### src/rtl/driver_teclado_matriz_if.sv
// Keypad event handshake bundle: key code plus valid/ready between the scanner (master) and its consumer (slave).
// Latency: none, wires only.
// Backpressure: the master holds digito/tecla_valid until it sees tecla_ready.
interface driver_teclado_matriz_if #(
  parameter int CODE_W = 4
);
  logic [CODE_W-1:0] digito;
  logic              tecla_valid;
  logic              tecla_ready;

  modport master (output digito, output tecla_valid, input tecla_ready);
  modport slave  (input digito, input tecla_valid, output tecla_ready);
endinterface

### src/rtl/driver_teclado_matriz.sv
// Matrix keypad scanner: one-hot column drive, 2-FF row synchroniser, press/release debounce, one-event output buffer.
// Latency: event valid the cycle after the DEB_CNT-th consecutive pressed sample (rows seen 2 cycles late).
// Backpressure: one buffered event; an event arriving while valid&&!ready is dropped and sets sticky overflow.
// Optional auto-repeat while held: define TECLADO_REPEAT_EN (REP_DELAY / REP_RATE used only then).
module driver_teclado_matriz #(
  parameter int N_FILA    = 4,
  parameter int N_COL     = 4,
  parameter int SCAN_DIV  = 1000,
  parameter int DEB_CNT   = 20000,
  parameter int REP_DELAY = 5000000,
  parameter int REP_RATE  = 1000000
) (
  input  logic                    clk,
  input  logic                    rst,
  input  logic [N_FILA-1:0]       fila,
  output logic [N_COL-1:0]        col,
  driver_teclado_matriz_if.master tec,
  output logic                    tecla_activa,
  output logic                    overflow
);
  localparam int CODE_W = (N_FILA * N_COL > 1) ? $clog2(N_FILA * N_COL) : 1;
  localparam int CI_W   = (N_COL > 1) ? $clog2(N_COL) : 1;
  localparam int RI_W   = (N_FILA > 1) ? $clog2(N_FILA) : 1;
  localparam int DIV_W  = $clog2(SCAN_DIV);
  localparam int DEB_W  = (DEB_CNT > 1) ? $clog2(DEB_CNT) : 1;

  typedef enum logic [1:0] {S_SCAN, S_CONFIRM, S_PRESSED} estado_t;

  estado_t             estado, estado_n;
  logic [N_FILA-1:0]   fs1, fs;
  logic [CI_W-1:0]     col_idx, col_idx_n, col_sig;
  logic [RI_W-1:0]     fila_idx, fila_idx_n, low_idx;
  logic [DIV_W-1:0]    div_cnt, div_cnt_n;
  logic [DEB_W-1:0]    deb_cnt, deb_cnt_n;
  logic                fs_r;
  logic                emit, emit_rep, emit_all;
  logic [CODE_W-1:0]   codigo, dig_q;
  logic                valid_q;

  // Two-stage synchroniser for the asynchronous row inputs.
  always_ff @(posedge clk) begin
    if (rst) begin
      fs1 <= '0;
      fs  <= '0;
    end else begin
      fs1 <= fila;
      fs  <= fs1;
    end
  end

  // Column drive, next column, lowest active row, tracked-row level and key code.
  always_comb begin
    col          = '0;
    col[col_idx] = 1'b1;
    col_sig      = (col_idx == CI_W'(N_COL - 1)) ? '0 : col_idx + 1'b1;
    low_idx      = '0;
    for (int i = N_FILA - 1; i >= 0; i--) begin
      if (fs[i]) low_idx = RI_W'(i);
    end
    fs_r   = fs[fila_idx];
    codigo = CODE_W'(fila_idx) * CODE_W'(N_COL) + CODE_W'(col_idx);
  end

  // State and counter registers.
  always_ff @(posedge clk) begin
    if (rst) begin
      estado   <= S_SCAN;
      col_idx  <= '0;
      fila_idx <= '0;
      div_cnt  <= '0;
      deb_cnt  <= '0;
    end else begin
      estado   <= estado_n;
      col_idx  <= col_idx_n;
      fila_idx <= fila_idx_n;
      div_cnt  <= div_cnt_n;
      deb_cnt  <= deb_cnt_n;
    end
  end

  // Scan / confirm / held sequencing; column stays frozen outside SCAN.
  always_comb begin
    estado_n   = estado;
    col_idx_n  = col_idx;
    fila_idx_n = fila_idx;
    div_cnt_n  = div_cnt;
    deb_cnt_n  = deb_cnt;
    emit       = 1'b0;
    case (estado)
      S_SCAN: begin
        if (div_cnt == DIV_W'(SCAN_DIV - 1)) begin
          div_cnt_n = '0;
          if (fs != '0) begin
            fila_idx_n = low_idx;
            deb_cnt_n  = '0;
            estado_n   = S_CONFIRM;
          end else begin
            col_idx_n = col_sig;
          end
        end else begin
          div_cnt_n = div_cnt + 1'b1;
        end
      end
      S_CONFIRM: begin
        if (fs_r) begin
          if (deb_cnt == DEB_W'(DEB_CNT - 1)) begin
            emit      = 1'b1;
            deb_cnt_n = '0;
            estado_n  = S_PRESSED;
          end else begin
            deb_cnt_n = deb_cnt + 1'b1;
          end
        end else begin
          deb_cnt_n = '0;
          col_idx_n = col_sig;
          estado_n  = S_SCAN;
        end
      end
      S_PRESSED: begin
        if (fs_r) begin
          deb_cnt_n = '0;
        end else if (deb_cnt == DEB_W'(DEB_CNT - 1)) begin
          deb_cnt_n = '0;
          col_idx_n = col_sig;
          estado_n  = S_SCAN;
        end else begin
          deb_cnt_n = deb_cnt + 1'b1;
        end
      end
      default: estado_n = S_SCAN;
    endcase
  end

`ifdef TECLADO_REPEAT_EN
  localparam int REP_MAX = (REP_DELAY > REP_RATE) ? REP_DELAY : REP_RATE;
  localparam int REP_W   = (REP_MAX > 1) ? $clog2(REP_MAX) : 1;

  logic [REP_W-1:0] hold_cnt, hold_n, rep_lim;
  logic             rep_on, rep_on_n;

  // Hold timer: first repeat after REP_DELAY held cycles, then every REP_RATE; any release sample restarts it.
  always_comb begin
    hold_n   = hold_cnt;
    rep_on_n = rep_on;
    emit_rep = 1'b0;
    rep_lim  = rep_on ? REP_W'(REP_RATE - 1) : REP_W'(REP_DELAY - 1);
    if (estado == S_PRESSED && fs_r) begin
      if (hold_cnt == rep_lim) begin
        emit_rep = 1'b1;
        hold_n   = '0;
        rep_on_n = 1'b1;
      end else begin
        hold_n = hold_cnt + 1'b1;
      end
    end else begin
      hold_n   = '0;
      rep_on_n = 1'b0;
    end
  end

  // Hold timer registers.
  always_ff @(posedge clk) begin
    if (rst) begin
      hold_cnt <= '0;
      rep_on   <= 1'b0;
    end else begin
      hold_cnt <= hold_n;
      rep_on   <= rep_on_n;
    end
  end
`else
  // Repeat disabled: never true for legal parameters, keeps REP_* referenced.
  assign emit_rep = (REP_DELAY < 0) && (REP_RATE < 0);
`endif

  assign emit_all = emit | emit_rep;

  // One-deep event buffer: a free slot or same-cycle accept takes the new code, otherwise it is dropped.
  always_ff @(posedge clk) begin
    if (rst) begin
      dig_q    <= '0;
      valid_q  <= 1'b0;
      overflow <= 1'b0;
    end else if (emit_all) begin
      if (!valid_q || tec.tecla_ready) begin
        dig_q   <= codigo;
        valid_q <= 1'b1;
      end else begin
        overflow <= 1'b1;
      end
    end else if (valid_q && tec.tecla_ready) begin
      valid_q <= 1'b0;
    end
  end

  assign tec.digito      = dig_q;
  assign tec.tecla_valid = valid_q;
  assign tecla_activa    = (estado == S_PRESSED);
endmodule

### src/flat_wrapper.sv
// flat-port wrapper written by rule: the top's interface ports become plain ports
module driver_teclado_matriz_flat 
#(
  parameter int N_FILA    = 4,
  parameter int N_COL     = 4,
  parameter int SCAN_DIV  = 1000,
  parameter int DEB_CNT   = 20000,
  parameter int REP_DELAY = 5000000,
  parameter int REP_RATE  = 1000000
)
  (clk, rst, fila, col, tecla_activa, overflow, tec_digito, tec_tecla_valid, tec_tecla_ready);
  driver_teclado_matriz_if #(.CODE_W(4)) tec_i ();
  input  logic clk;
  input  logic rst;
  input  logic [N_FILA-1:0] fila;
  output logic [N_COL-1:0] col;
  output logic tecla_activa;
  output logic overflow;
  output wire logic [$bits(tec_i.digito)-1:0] tec_digito;
  output wire logic [$bits(tec_i.tecla_valid)-1:0] tec_tecla_valid;
  input wire logic [$bits(tec_i.tecla_ready)-1:0] tec_tecla_ready;
  assign tec_digito = tec_i.digito;
  assign tec_tecla_valid = tec_i.tecla_valid;
  assign tec_i.tecla_ready = tec_tecla_ready;
  driver_teclado_matriz #(.N_FILA(N_FILA), .N_COL(N_COL), .SCAN_DIV(SCAN_DIV), .DEB_CNT(DEB_CNT), .REP_DELAY(REP_DELAY), .REP_RATE(REP_RATE)) u_core (.clk(clk), .rst(rst), .fila(fila), .col(col), .tec(tec_i), .tecla_activa(tecla_activa), .overflow(overflow));
endmodule
### config.mk
export PLATFORM = sky130hd
export DESIGN_NAME = driver_teclado_matriz_flat
export DESIGN_NICKNAME = d
export VERILOG_FILES = /design/src/rtl/driver_teclado_matriz_if.sv /design/src/rtl/driver_teclado_matriz.sv /design/src/flat_wrapper.sv
export SDC_FILE = /design/constraint.sdc
export NUM_CORES = 1
export LEC_CHECK = 0
export ABC_AREA = 1
export CORE_AREA = 5 5 71 73
export CTS_CLUSTER_DIAMETER = 50
export DETAILED_ROUTE_END_ITERATION = 8
export DIE_AREA = 0 0 76 78
export PLACE_DENSITY = 0.74
export SYNTH_ARGS = -nofsm -noshare
export SYNTH_HDL_FRONTEND = slang
export SYNTH_SLANG_ARGS = --single-unit
### constraint.sdc
create_clock -name clk -period 2.14 [get_ports clk]
set_clock_uncertainty 0.1 [all_clocks]
set_input_delay 0.535 -clock clk [delete_from_list [all_inputs] [get_ports clk]]
set_output_delay 0.535 -clock clk [all_outputs]
set_load 0.1 [all_outputs]
Yosys cells after proc, flatten, opt, wreduce, memory -nomap -nowiden
Index checks and enable logic that the tools add are counted. Widths: inputs -> output; s select.

Register bits: 45. Bits of input ports: 7. Logic and storage cells: 81. Output and inout bits: 11.

Magnitude comparators: 3. Reductions and logical operators: 15. Add/subtract/negate cells: 4. Bitwise operators: 1. Mux-type cells: 35. Equality and inequality tests: 13.

Operators with widths (count): $mux 15 (5); $pmux 15 s3 (1); $mux 2 (16); $add 15x1->15 const B (1); $eq 15x15->1 const B (1); $pmux 2 s3 (2); $add 10x1->10 const B (1); $eq 10x10->1 const B (1); $mux 10 (1); $mux 1 (8); $ne 2x2->1 const B (4); $lt 2x3->1 const B (2); $ne 2x1->1 const B (3); $reduce_and 2->1 (3); $reduce_and 3->1 (2); $reduce_and 6->1 (1); $reduce_and 5->1 (1); $add 4x2->4 (1); $eq 2x2->1 const B (2); $reduce_bool 4->1 (1); $ne 3x3->1 const B (1); $reduce_bool 3->1 (1); $add 2x1->2 const B (1); $bmux 1 s2 (1); other kinds (9) (10).

Logic depth before layout (Yosys ltp)
Word-level depth: 6. Mapped depth: 11. Mapped depth without buffers: 11.

Worst setup path after synthesis
Ideal clock, no wire load.

Path type: flip-flop to flip-flop. From: reg u_core.estado[0]. To: reg u_core.deb_cnt[10]. Arrival: 1891 ps. Slack: 79 ps. Required time: 1970 ps. Cell stages (with the launch flop): 9. Period minus slack after synthesis: 2061 ps. Buffers on the path: 0. Cells stage by stage: dfxtp_1 > inv_1 > ha_1 > nand2_1 > nand2_1 > nand2_1 > nor2_4 > nand2_1 > a21oi_1.

Word-level cells in the longest chain between the ends: 3. Elaborated cells between the ends (all ways): 8. Those cells by class: 4 x eq/ne; 1 x mux; 3 x reduce/logical.

RTL lines: start, declared (RTL line driver_teclado_matriz.sv:29) `estado_t estado, estado_n;`; start signal, assigned (RTL line driver_teclado_matriz.sv:73) `estado <= estado_n;`; $eq 2x2->1 (*); via tecla_activa (RTL line flat_wrapper.sv:17) `output logic tecla_activa;`; $reduce_bool 3->1 (no source line); $reduce_and 3->1 (no source line); end signal, assigned (RTL line driver_teclado_matriz.sv:77) `deb_cnt <= deb_cnt_n;`; end, declared (RTL line driver_teclado_matriz.sv:34) `logic [DEB_W-1:0] deb_cnt, deb_cnt_n;`.

The timed path passes the listed nets; every way through them passes the cells marked *. A chain may end at the register's enable or synchronous reset.

Worst setup path after layout
From: reg u_core.estado[0]. To: reg u_core.div_cnt[8].

Word-level cells in the longest chain between the ends: 1.

RTL lines: $logic_not 2->1 (RTL line driver_teclado_matriz.sv:89) `case (estado)`; end signal, assigned (RTL line driver_teclado_matriz.sv:76) `div_cnt <= div_cnt_n;`; end, declared (RTL line driver_teclado_matriz.sv:33) `logic [DIV_W-1:0] div_cnt, div_cnt_n;`.

No other way between the ends.

==> metrics.txt <==
ANT nets after route=0; worst relative slew slack=0.704; full die area=5930 um2; Crit Path Class=register to register; CTS Root Cell=clkbuf_8; # DRC=0; P_leak=0.00117 uW; hold path endpoint=u_core.fs[0]; pins over their slew limit=0; hold_buf cts=0; Fmax=a little over 500 MHz; Sink Count=45; Worst Tran Pin Value=~440 ps; average size of a mapped cell=about 6.7 um2; vias in the first global route=about 1900; CTS resizes=0; Register-to-Register Path Depth=7; Starting Density=0.558; total number of vias=2105; most common cell after layout, fill and taps aside=nand2_1; RSZ-0062 raised after global routing=false; CP endpoint kind=register; Yosys cell types=29; area delta synth->final=14.6%; synthesized net count=between 300 and 400; hold depth=2; Hold Path Origin=u_core.fs1[0]; DP Wirelength=3520 um; htree depth=2; setup TNS=0 ps; sequential area share after synthesis=0.376; row count=24; clk_lat worst skew=approximately 300 ps; nets=a little under 400; total gr overflow=0; Cells after Synth=approximately 360; post-synth top area cell=dfxtp_1; WL/cell=between 10 and 15 um; FF-to-FF End=u_core.div_cnt[8]; initial antenna violation count=0; CTS Buf Count=5; Post-CTS Repair Setup Buffers=0; routed vias/inst=4.91; Power Total=approximately 1600 uW; commonest cells after routing, fill and taps aside=nand2_1 (83), nor2_1 (64), inv_1 (57); max_cap viols=0; Worst-path clk slew=around 80 ps; post-synth top area share=0.376; Routed WL=~4700 um; final core utilization=0.639; Final period util=0.913; Final min period=1950 ps; all-layer global routing usage=0.164; Synth Cell Area=roughly 2400 um2; CTS tree=done; pin count of the biggest net entering global routing=25; first-pass GRT wire length=between 8000 and 9000 um; Antenna diodes=0; R2R setup slack=190 ps; crit start category=register; io pins=18; CP Max Fanout=9; worst path required time=2290 ps; min setup slack post-route=approximately 190 ps; Max rail drop VDD=about 0.00042 V; Power Density=roughly 600 nW/um2; clk buf depth=2; Hold Path Class=register to register; layout cell share with drive strength beyond 1=0.0875; chip width=76 um; Ys Warns=0; Finish-stage setup viols=0; leading post-synthesis cells by cell area=dfxtp_1 (38%), nand2_1 (13%), nor2_1 (10%); Final Wtd Congestion=0.871; Die Ht=approximately 80 um; dpl ws=235 ps; WP data arrival=approximately 2100 ps; port bufs=17; Final Hold Fails=0; Placeable Area=4290 um2; number of synthesized register bits=45; Initial DRC Count=139; worst r2r src=u_core.estado[0]; run status=complete, no violations; Pre-antenna DRT Iters=5
[where the power goes]
part           internal, uW  switching [uW]
clock                   255             284
combinational          85.1             148
sequential              859            17.8
[per-stage QoR]
step | cells | hold WS (ps) | area, um2
2_1_floorplan | 356 | 288 | 2400
3_3_place_gp | 422 | 292 | 2660
3_5_place_dp | 422 | 296 | 2660
4_1_cts | 429 | 308 | 2750
5_1_grt | 429 | 324 | 2750
6_report | 429 | 305 | 2750
[Yosys cell counts (all sizes together)]
master   n
nand2   85
nor2    68
inv     58
dfxtp   45
nand3   25
a21oi   24
o21ai   14
ha      10
xor2     5
clkbuf   4
nand4    4
o21bai   3
xnor2    3
buf      2
nor3     2
a211oi   1
a31oi    1
nand3b   1
o21a     1
[worst max-delay path, stage by stage, from the launching register on]
cell and delay (ps):
dfxtp_1 330, inv_1 100, ha_1 400, inv_1 210, nor2_1 300, nand4_1 160, a21oi_1 170, o21a_1 120
[how the worst max path moves through the flow]
stage / slack (ps) / cells past startpoint / start / to
final: 190 / 7 / u_core.estado[0] / u_core.div_cnt[8]
after detailed placement: 240 / 7 / u_core.estado[0] / u_core.div_cnt[8]
after global placement: 270 / 10 / u_core.deb_cnt[0] / u_core.tec.digito[0]
after floorplan: 80 / 8 / u_core.estado[0] / u_core.deb_cnt[10]
after global routing: 0.1 / 7 / u_core.estado[1] / u_core.div_cnt[8]
after CTS: 210 / 10 / u_core.deb_cnt[0] / u_core.tec.digito[0]
[sequential cells by signal (all words and copies together), names as in the netlist]
| register | count |
|---|---|
| u_core.col_idx | 2 |
| u_core.deb_cnt | 15 |
| u_core.div_cnt | 10 |
| u_core.estado | 2 |
| u_core.fila_idx | 2 |
| u_core.fs | 4 |
| u_core.fs1 | 4 |
| u_core.overflow | 1 |
| u_core.tec.digito | 4 |
| u_core.tec.tecla_valid | 1 |
[layer usage]
metal	GRT usage	vias to the layer above	share of wire
met5	0	-	0
met4	0.0694	0	0.018
met3	0.0486	9	0.052
met2	0.263	57	0.46
met1	0.204	900	0.47
li1	-	1139	-
[area by class of cell]
class	count	area [um2]
Sequential cell	45	901
Multi-Input combinational cell	247	1240
Inverter	58	218
Clock inverter	1	7.51
Fill cell	403	1550
Tap cell	52	65.1
Timing Repair Buffer	20	228
Clock buffer	6	82.6
[cells by family after synthesis]
group                    share of synthesized area
AND/OR/NAND/NOR                              0.337
buffers and inverters                        0.105
flip-flops                                   0.376
AO/OA/AOI/OAI                                0.101
adder cells (fa/ha/maj)                     0.0522
XOR/XNOR                                    0.0292
Power figures use the tool's default switching activity.
